[src/rtl/pc_sequencer_if.sv]
// pc_sequencer_if: request/response bundle between the fetch-stage control
// logic (master) and the program-counter sequencer (slave).
//   Requests : Stall, ExcTaken/ExcVec, BrTaken/BrTarget, Jump, Call,
//              JumpTarget, Ret
//   Responses: PC, IncPC1, RasCount, RasOverflow, RasUnderflow
interface pc_sequencer_if #(
  parameter int WIDTH     = 32,
  parameter int RAS_DEPTH = 4
);
  localparam int CW = $clog2(RAS_DEPTH) + 1;

  logic             Stall;
  logic             ExcTaken;
  logic [WIDTH-1:0] ExcVec;
  logic             BrTaken;
  logic [WIDTH-1:0] BrTarget;
  logic             Jump;
  logic             Call;
  logic [WIDTH-1:0] JumpTarget;
  logic             Ret;
  logic [WIDTH-1:0] PC;
  logic [WIDTH-1:0] IncPC1;
  logic [CW-1:0]    RasCount;
  logic             RasOverflow;
  logic             RasUnderflow;

  modport master (
    output Stall, ExcTaken, ExcVec, BrTaken, BrTarget, Jump, Call, JumpTarget, Ret,
    input  PC, IncPC1, RasCount, RasOverflow, RasUnderflow
  );

  modport slave (
    input  Stall, ExcTaken, ExcVec, BrTaken, BrTarget, Jump, Call, JumpTarget, Ret,
    output PC, IncPC1, RasCount, RasOverflow, RasUnderflow
  );
endinterface

[src/rtl/pc_sequencer.sv]
// pc_sequencer: fetch-stage program counter with a circular return-address
// stack. Next PC is chosen by priority exception > branch > return >
// call/jump > sequential increment. Returns pop the RAS; calls push PC+STEP.
// Ports:
//   CLK  - rising-edge clock
//   RST  - synchronous active-high reset
//   bus  - pc_sequencer_if.slave (requests in, PC/IncPC1/RAS status out)
module pc_sequencer #(
  parameter int          WIDTH     = 32,
  parameter int          STEP      = 1,
  parameter longint unsigned RESET_VEC = 0,
  parameter int          RAS_DEPTH = 4
) (
  input  logic          CLK,
  input  logic          RST,
  pc_sequencer_if.slave bus
);
  localparam int PW = $clog2(RAS_DEPTH);
  localparam int CW = PW + 1;
  localparam logic [WIDTH-1:0] RV   = WIDTH'(RESET_VEC);
  localparam logic [WIDTH-1:0] STP  = WIDTH'(STEP);
  localparam logic [CW-1:0]    FULL = CW'(RAS_DEPTH);

  logic [WIDTH-1:0] ras [RAS_DEPTH];
  logic [PW-1:0]    ptr;      // next free slot; top of stack is ptr-1
  logic [PW-1:0]    ptr_dec;
  logic [WIDTH-1:0] inc_pc;
  logic [WIDTH-1:0] nxt_pc;
  logic             do_push, do_pop, und;

  assign inc_pc  = bus.PC + STP;
  assign ptr_dec = ptr - 1'b1;

  // Unstalled, non-exception next-PC selection. Losing requests produce no
  // RAS side effects because only the winning branch raises do_push/do_pop.
  always_comb begin
    nxt_pc  = inc_pc;
    do_push = 1'b0;
    do_pop  = 1'b0;
    und     = 1'b0;
    if (bus.BrTaken) begin
      nxt_pc = bus.BrTarget;
    end else if (bus.Ret) begin
      if (bus.RasCount == '0) begin
        und = 1'b1;
      end else begin
        do_pop = 1'b1;
        nxt_pc = ras[ptr_dec];
      end
    end else if (bus.Call) begin
      do_push = 1'b1;
      nxt_pc  = bus.JumpTarget;
    end else if (bus.Jump) begin
      nxt_pc = bus.JumpTarget;
    end
  end

  // RAS entries are deliberately not cleared on reset: RasCount=0 makes them
  // unreachable, so only the pointer and count need resetting.
  always_ff @(posedge CLK) begin
    if (RST) begin
      bus.PC           <= RV;
      bus.IncPC1       <= RV + STP;
      ptr              <= '0;
      bus.RasCount     <= '0;
      bus.RasOverflow  <= 1'b0;
      bus.RasUnderflow <= 1'b0;
    end else begin
      bus.RasUnderflow <= 1'b0;
      if (bus.ExcTaken) begin
        // Exception beats stall and leaves the RAS alone.
        bus.PC     <= bus.ExcVec;
        bus.IncPC1 <= inc_pc;
      end else if (!bus.Stall) begin
        bus.PC           <= nxt_pc;
        bus.IncPC1       <= inc_pc;
        bus.RasUnderflow <= und;
        if (do_push) begin
          ras[ptr] <= inc_pc;
          ptr      <= ptr + 1'b1;
          // When full, the write lands on the oldest entry (ptr wrapped onto it).
          if (bus.RasCount == FULL) bus.RasOverflow <= 1'b1;
          else                      bus.RasCount    <= bus.RasCount + 1'b1;
        end
        if (do_pop) begin
          ptr          <= ptr_dec;
          bus.RasCount <= bus.RasCount - 1'b1;
        end
      end
    end
  end
endmodule

[src/flat_wrapper.sv]
// flat-port wrapper written by rule: the top's interface ports become plain ports
module pc_sequencer_flat 
#(
  parameter int          WIDTH     = 32,
  parameter int          STEP      = 1,
  parameter longint unsigned RESET_VEC = 0,
  parameter int          RAS_DEPTH = 4
)
  (CLK, RST, bus_Stall, bus_ExcTaken, bus_ExcVec, bus_BrTaken, bus_BrTarget, bus_Jump, bus_Call, bus_JumpTarget, bus_Ret, bus_PC, bus_IncPC1, bus_RasCount, bus_RasOverflow, bus_RasUnderflow);
  pc_sequencer_if #(.WIDTH(WIDTH), .RAS_DEPTH(RAS_DEPTH)) bus_i ();
  input  logic CLK;
  input  logic RST;
  input wire logic [$bits(bus_i.Stall)-1:0] bus_Stall;
  input wire logic [$bits(bus_i.ExcTaken)-1:0] bus_ExcTaken;
  input wire logic [$bits(bus_i.ExcVec)-1:0] bus_ExcVec;
  input wire logic [$bits(bus_i.BrTaken)-1:0] bus_BrTaken;
  input wire logic [$bits(bus_i.BrTarget)-1:0] bus_BrTarget;
  input wire logic [$bits(bus_i.Jump)-1:0] bus_Jump;
  input wire logic [$bits(bus_i.Call)-1:0] bus_Call;
  input wire logic [$bits(bus_i.JumpTarget)-1:0] bus_JumpTarget;
  input wire logic [$bits(bus_i.Ret)-1:0] bus_Ret;
  output wire logic [$bits(bus_i.PC)-1:0] bus_PC;
  output wire logic [$bits(bus_i.IncPC1)-1:0] bus_IncPC1;
  output wire logic [$bits(bus_i.RasCount)-1:0] bus_RasCount;
  output wire logic [$bits(bus_i.RasOverflow)-1:0] bus_RasOverflow;
  output wire logic [$bits(bus_i.RasUnderflow)-1:0] bus_RasUnderflow;
  assign bus_i.Stall = bus_Stall;
  assign bus_i.ExcTaken = bus_ExcTaken;
  assign bus_i.ExcVec = bus_ExcVec;
  assign bus_i.BrTaken = bus_BrTaken;
  assign bus_i.BrTarget = bus_BrTarget;
  assign bus_i.Jump = bus_Jump;
  assign bus_i.Call = bus_Call;
  assign bus_i.JumpTarget = bus_JumpTarget;
  assign bus_i.Ret = bus_Ret;
  assign bus_PC = bus_i.PC;
  assign bus_IncPC1 = bus_i.IncPC1;
  assign bus_RasCount = bus_i.RasCount;
  assign bus_RasOverflow = bus_i.RasOverflow;
  assign bus_RasUnderflow = bus_i.RasUnderflow;
  pc_sequencer #(.WIDTH(WIDTH), .STEP(STEP), .RESET_VEC(RESET_VEC), .RAS_DEPTH(RAS_DEPTH)) u_core (.CLK(CLK), .RST(RST), .bus(bus_i));
endmodule
[config.mk]
export PLATFORM = sky130hd
export DESIGN_NAME = pc_sequencer_flat
export DESIGN_NICKNAME = d
export VERILOG_FILES = /design/src/rtl/pc_sequencer_if.sv /design/src/rtl/pc_sequencer.sv /design/src/flat_wrapper.sv
export SDC_FILE = /design/constraint.sdc
export NUM_CORES = 1
export LEC_CHECK = 0
export ABC_AREA = 1
export CAP_MARGIN = 20
export CELL_PAD_IN_SITES_DETAIL_PLACEMENT = 1
export CELL_PAD_IN_SITES_GLOBAL_PLACEMENT = 2
export CORE_AREA = 4 4 190 192
export DETAILED_ROUTE_END_ITERATION = 12
export DIE_AREA = 0 0 194 196
export HOLD_SLACK_MARGIN = 0.1
export PLACE_DENSITY = 0.85
export SYNTH_ARGS = -nofsm -noshare
export SYNTH_HDL_FRONTEND = slang
export SYNTH_SLANG_ARGS = --single-unit
[constraint.sdc]
create_clock -name CLK -period 7.1 [get_ports CLK]
set_input_delay 1.065 -clock CLK [delete_from_list [all_inputs] [get_ports CLK]]
set_output_delay 1.065 -clock CLK [all_outputs]
set_load 0.01 [all_outputs]
==> run metrics <==
sinks on the clock net=199; Clk Tree Root Cell=sky130_fd_sc_hd__clkbuf_16; static power due to leakage=5.141 nW; CTS tree=done; type of the most critical hold path=flip-flop to flip-flop; filler cell count=4139; nets=1543; synthesized net count=1406; final setup violation count=0; fraction of layout instances using a drive strength above 1=0.05048; synthesized area=10250 um^2; Required @ worst endpoint=7170 ps; total DRC errors in the routed layout=0; outcome=finished, final reports clean; final clock period utilization by the worst path=0.5109; number of synthesized flops with an enable pin=128; Core Region=34370 um^2; total area of multi-input combinational cells=4224 um^2; Max clock buf depth=2; largest fanout on the critical path=34; worst-skew pair later-pin latency=440 ps; Wirelength per Cell=20.42 um; syn avg cell area=7.908 um^2; worst hold path cell count=2; synthesized instance count=1296; area delta synth->final=26.20%; Routed Wire Length=38820 um; R2R depth=11; startpoint class of the critical path=input pin; top-level port count=173; DRT Pass-1 Iters=5; num rows=68; remaining global-route overflow=0; shortest clock period the worst path allows after layout=3628 ps; portion of synthesized cell area occupied by the leading cell type=0.3750; worst-case headroom to the max-slew limit=0.2889; power density over the cells=202.3 nW/um^2; dpl hpwl=28160 um; Post CTS Setup Buffer Count=0; unrepaired setup endpoints after global routing=no; final sum of negative setup slack=0 ps; Die Area=38020 um^2; dominant cells by area after synthesis=sky130_fd_sc_hd__edfxtp_1, sky130_fd_sc_hd__dfxtp_1, sky130_fd_sc_hd__nand2_1, sky130_fd_sc_hd__nor2_1, sky130_fd_sc_hd__o21ai_0; input/output buffers=172; detailed-route via count=9493; count of unique library cells instantiated by Yosys=39; quantity of hold-fixing buffers added after cts=0; H-Tree Level Count=4; pin count of the biggest net entering global routing=74; critical path class=input pin to flip-flop; Crit path arrival time=3700 ps; number of maximum-capacitance violations=0; gpl congestion=0.8983; initial cell density of the core=0.2982; wire length of the first global-routing pass=59130 um; number of buffers created by CTS=17; Clock Skew=15.60 ps; Horiz. Die Dim=194 um; Via-to-Cell Ratio=4.994; part of the Yosys area used for sequential elements=0.5137; synthesized flop and latch total=199; slew at the pin with the worst max-slew slack=1065 ps; Post-DRT Antenna Nets=0; Async S/R FF share, synth=0; sum of internal, switching and leakage power=2.617 mW; initial antenna violation count=0; die boundary height=196 um; clock slew at the register clock pins of the worst setup and hold paths=70 ps; via count of the first global-routing pass=9798; Warnings, synthesis=0; DRC violation total after the first TritonRoute iteration=625; CP endpoint kind=flip-flop; Final Max Tran Viols=0; count of cells resized by post-cts repair=0; most frequently used flop master after synthesis=sky130_fd_sc_hd__edfxtp_1; Max Fclk=275.7 MHz; FF/Latch Area=5266 um^2; cell taking the most area after synthesis=sky130_fd_sc_hd__edfxtp_1; Max IR drop VDD=0.1761 mV; final antenna diode count=0; Final Hold Fails=0; overall fraction of global-route tracks in use=0.1998
final cells by class:
class                      instances  area share
timing repair buffer             186      0.1409
clock buffer                      21     0.03560
clock inverter                    11    0.006869
inverter                         134     0.03889
sequential                       199      0.4072
tap                              455     0.04402
multi-input combinational        895      0.3266
layout by cell type, fill, tap and decap left out, types with 39 or more instances in the layout:
master and instances:
sky130_fd_sc_hd__a21oi_1 47, sky130_fd_sc_hd__clkdlybuf4s50_1 171, sky130_fd_sc_hd__dfxtp_1 70, sky130_fd_sc_hd__edfxtp_1 128, sky130_fd_sc_hd__inv_1 128, sky130_fd_sc_hd__nand2_1 270, sky130_fd_sc_hd__nand3_1 106, sky130_fd_sc_hd__nor2_1 220
sky130_fd_sc_hd__o211ai_1 39, sky130_fd_sc_hd__o21ai_0 125
synth_stat cells (all sizes together), types with 6 or more instances:
| cell type | n |
|---|---|
| edfxtp | 128 |
| buf | 15 |
| inv | 132 |
| nand3 | 106 |
| o21bai | 21 |
| clkbuf | 53 |
| o211ai | 39 |
| nor2 | 232 |
| dfxtp | 71 |
| o21ai | 131 |
| nand2 | 276 |
| a21oi | 49 |
| o21a | 6 |
metal layers:
metal / vias to the layer above / GRT usage / routed length [um]
met5: - / 0 / 0
li1: 4563 / - / -
met4: 0 / 0.05182 / 759
met2: 241 / 0.3147 / 17620
met3: 32 / 0.02662 / 1719
met1: 4657 / 0.2914 / 18720
stage by stage:
stage / worst slack [ps] / util / hold WS (ps) / area (um^2) / cells
after CTS: 3459 / 0.3763 / 512.9 / 12930 / 1901
after global routing: 3251 / 0.3763 / 533.2 / 12930 / 1901
after global placement: 3113 / 0.3603 / 475.4 / 12380 / 1869
final: 3472 / 0.3763 / 503.5 / 12930 / 1901
after floorplan: 3372 / - / 495.8 / 10250 / 1296
after detailed placement: 3004 / 0.3603 / 489.0 / 12380 / 1869
where the power goes:
group          internal, mW  switching [mW]  total, mW
logic                 0.164           0.233      0.397
clock network         0.475           0.450      0.925
registers              1.26          0.0329       1.29
logic make-up after synthesis:
logic type,after synthesis,synth area share
buffers and inverters,202,0.07594
DFF,199,0.5137
adders and majority gates,6,0.008058
xor gates and xnor gates,5,0.004273
and+or+nand+nor,627,0.2524
AOI/OAI and AO/OA,257,0.1456
critical path, cell delays in order:
cell	delay, ps
sky130_fd_sc_hd__clkdlybuf4s50_1	390
sky130_fd_sc_hd__buf_4	260
sky130_fd_sc_hd__nor2_2	430
sky130_fd_sc_hd__inv_2	340
sky130_fd_sc_hd__nor2_1	260
sky130_fd_sc_hd__nand4_1	290
sky130_fd_sc_hd__nor2_2	170
sky130_fd_sc_hd__buf_4	450
path summary, 6_finish.rpt:
kind                              from                    to  slack, ps
hold / removal    u_core.bus.IncPC1[3]  u_core.bus.IncPC1[3]        500
hold reg to reg   u_core.bus.IncPC1[3]  u_core.bus.IncPC1[3]        500
setup reg to reg         u_core.ptr[0]      u_core.bus.PC[3]       3590
setup / recovery          bus_ExcTaken     u_core.ras[3][25]       3470
sequential cells by signal, summed over array words and instances, names as in the netlist:
| signal | count |
|---|---|
| u_core.bus.IncPC1 | 32 |
| u_core.bus.RasOverflow | 1 |
| u_core.ras | 128 |
| u_core.bus.RasUnderflow | 1 |
| u_core.bus.RasCount | 3 |
| u_core.bus.PC | 32 |
| u_core.ptr | 2 |
(Power assumes the default switching activity.)
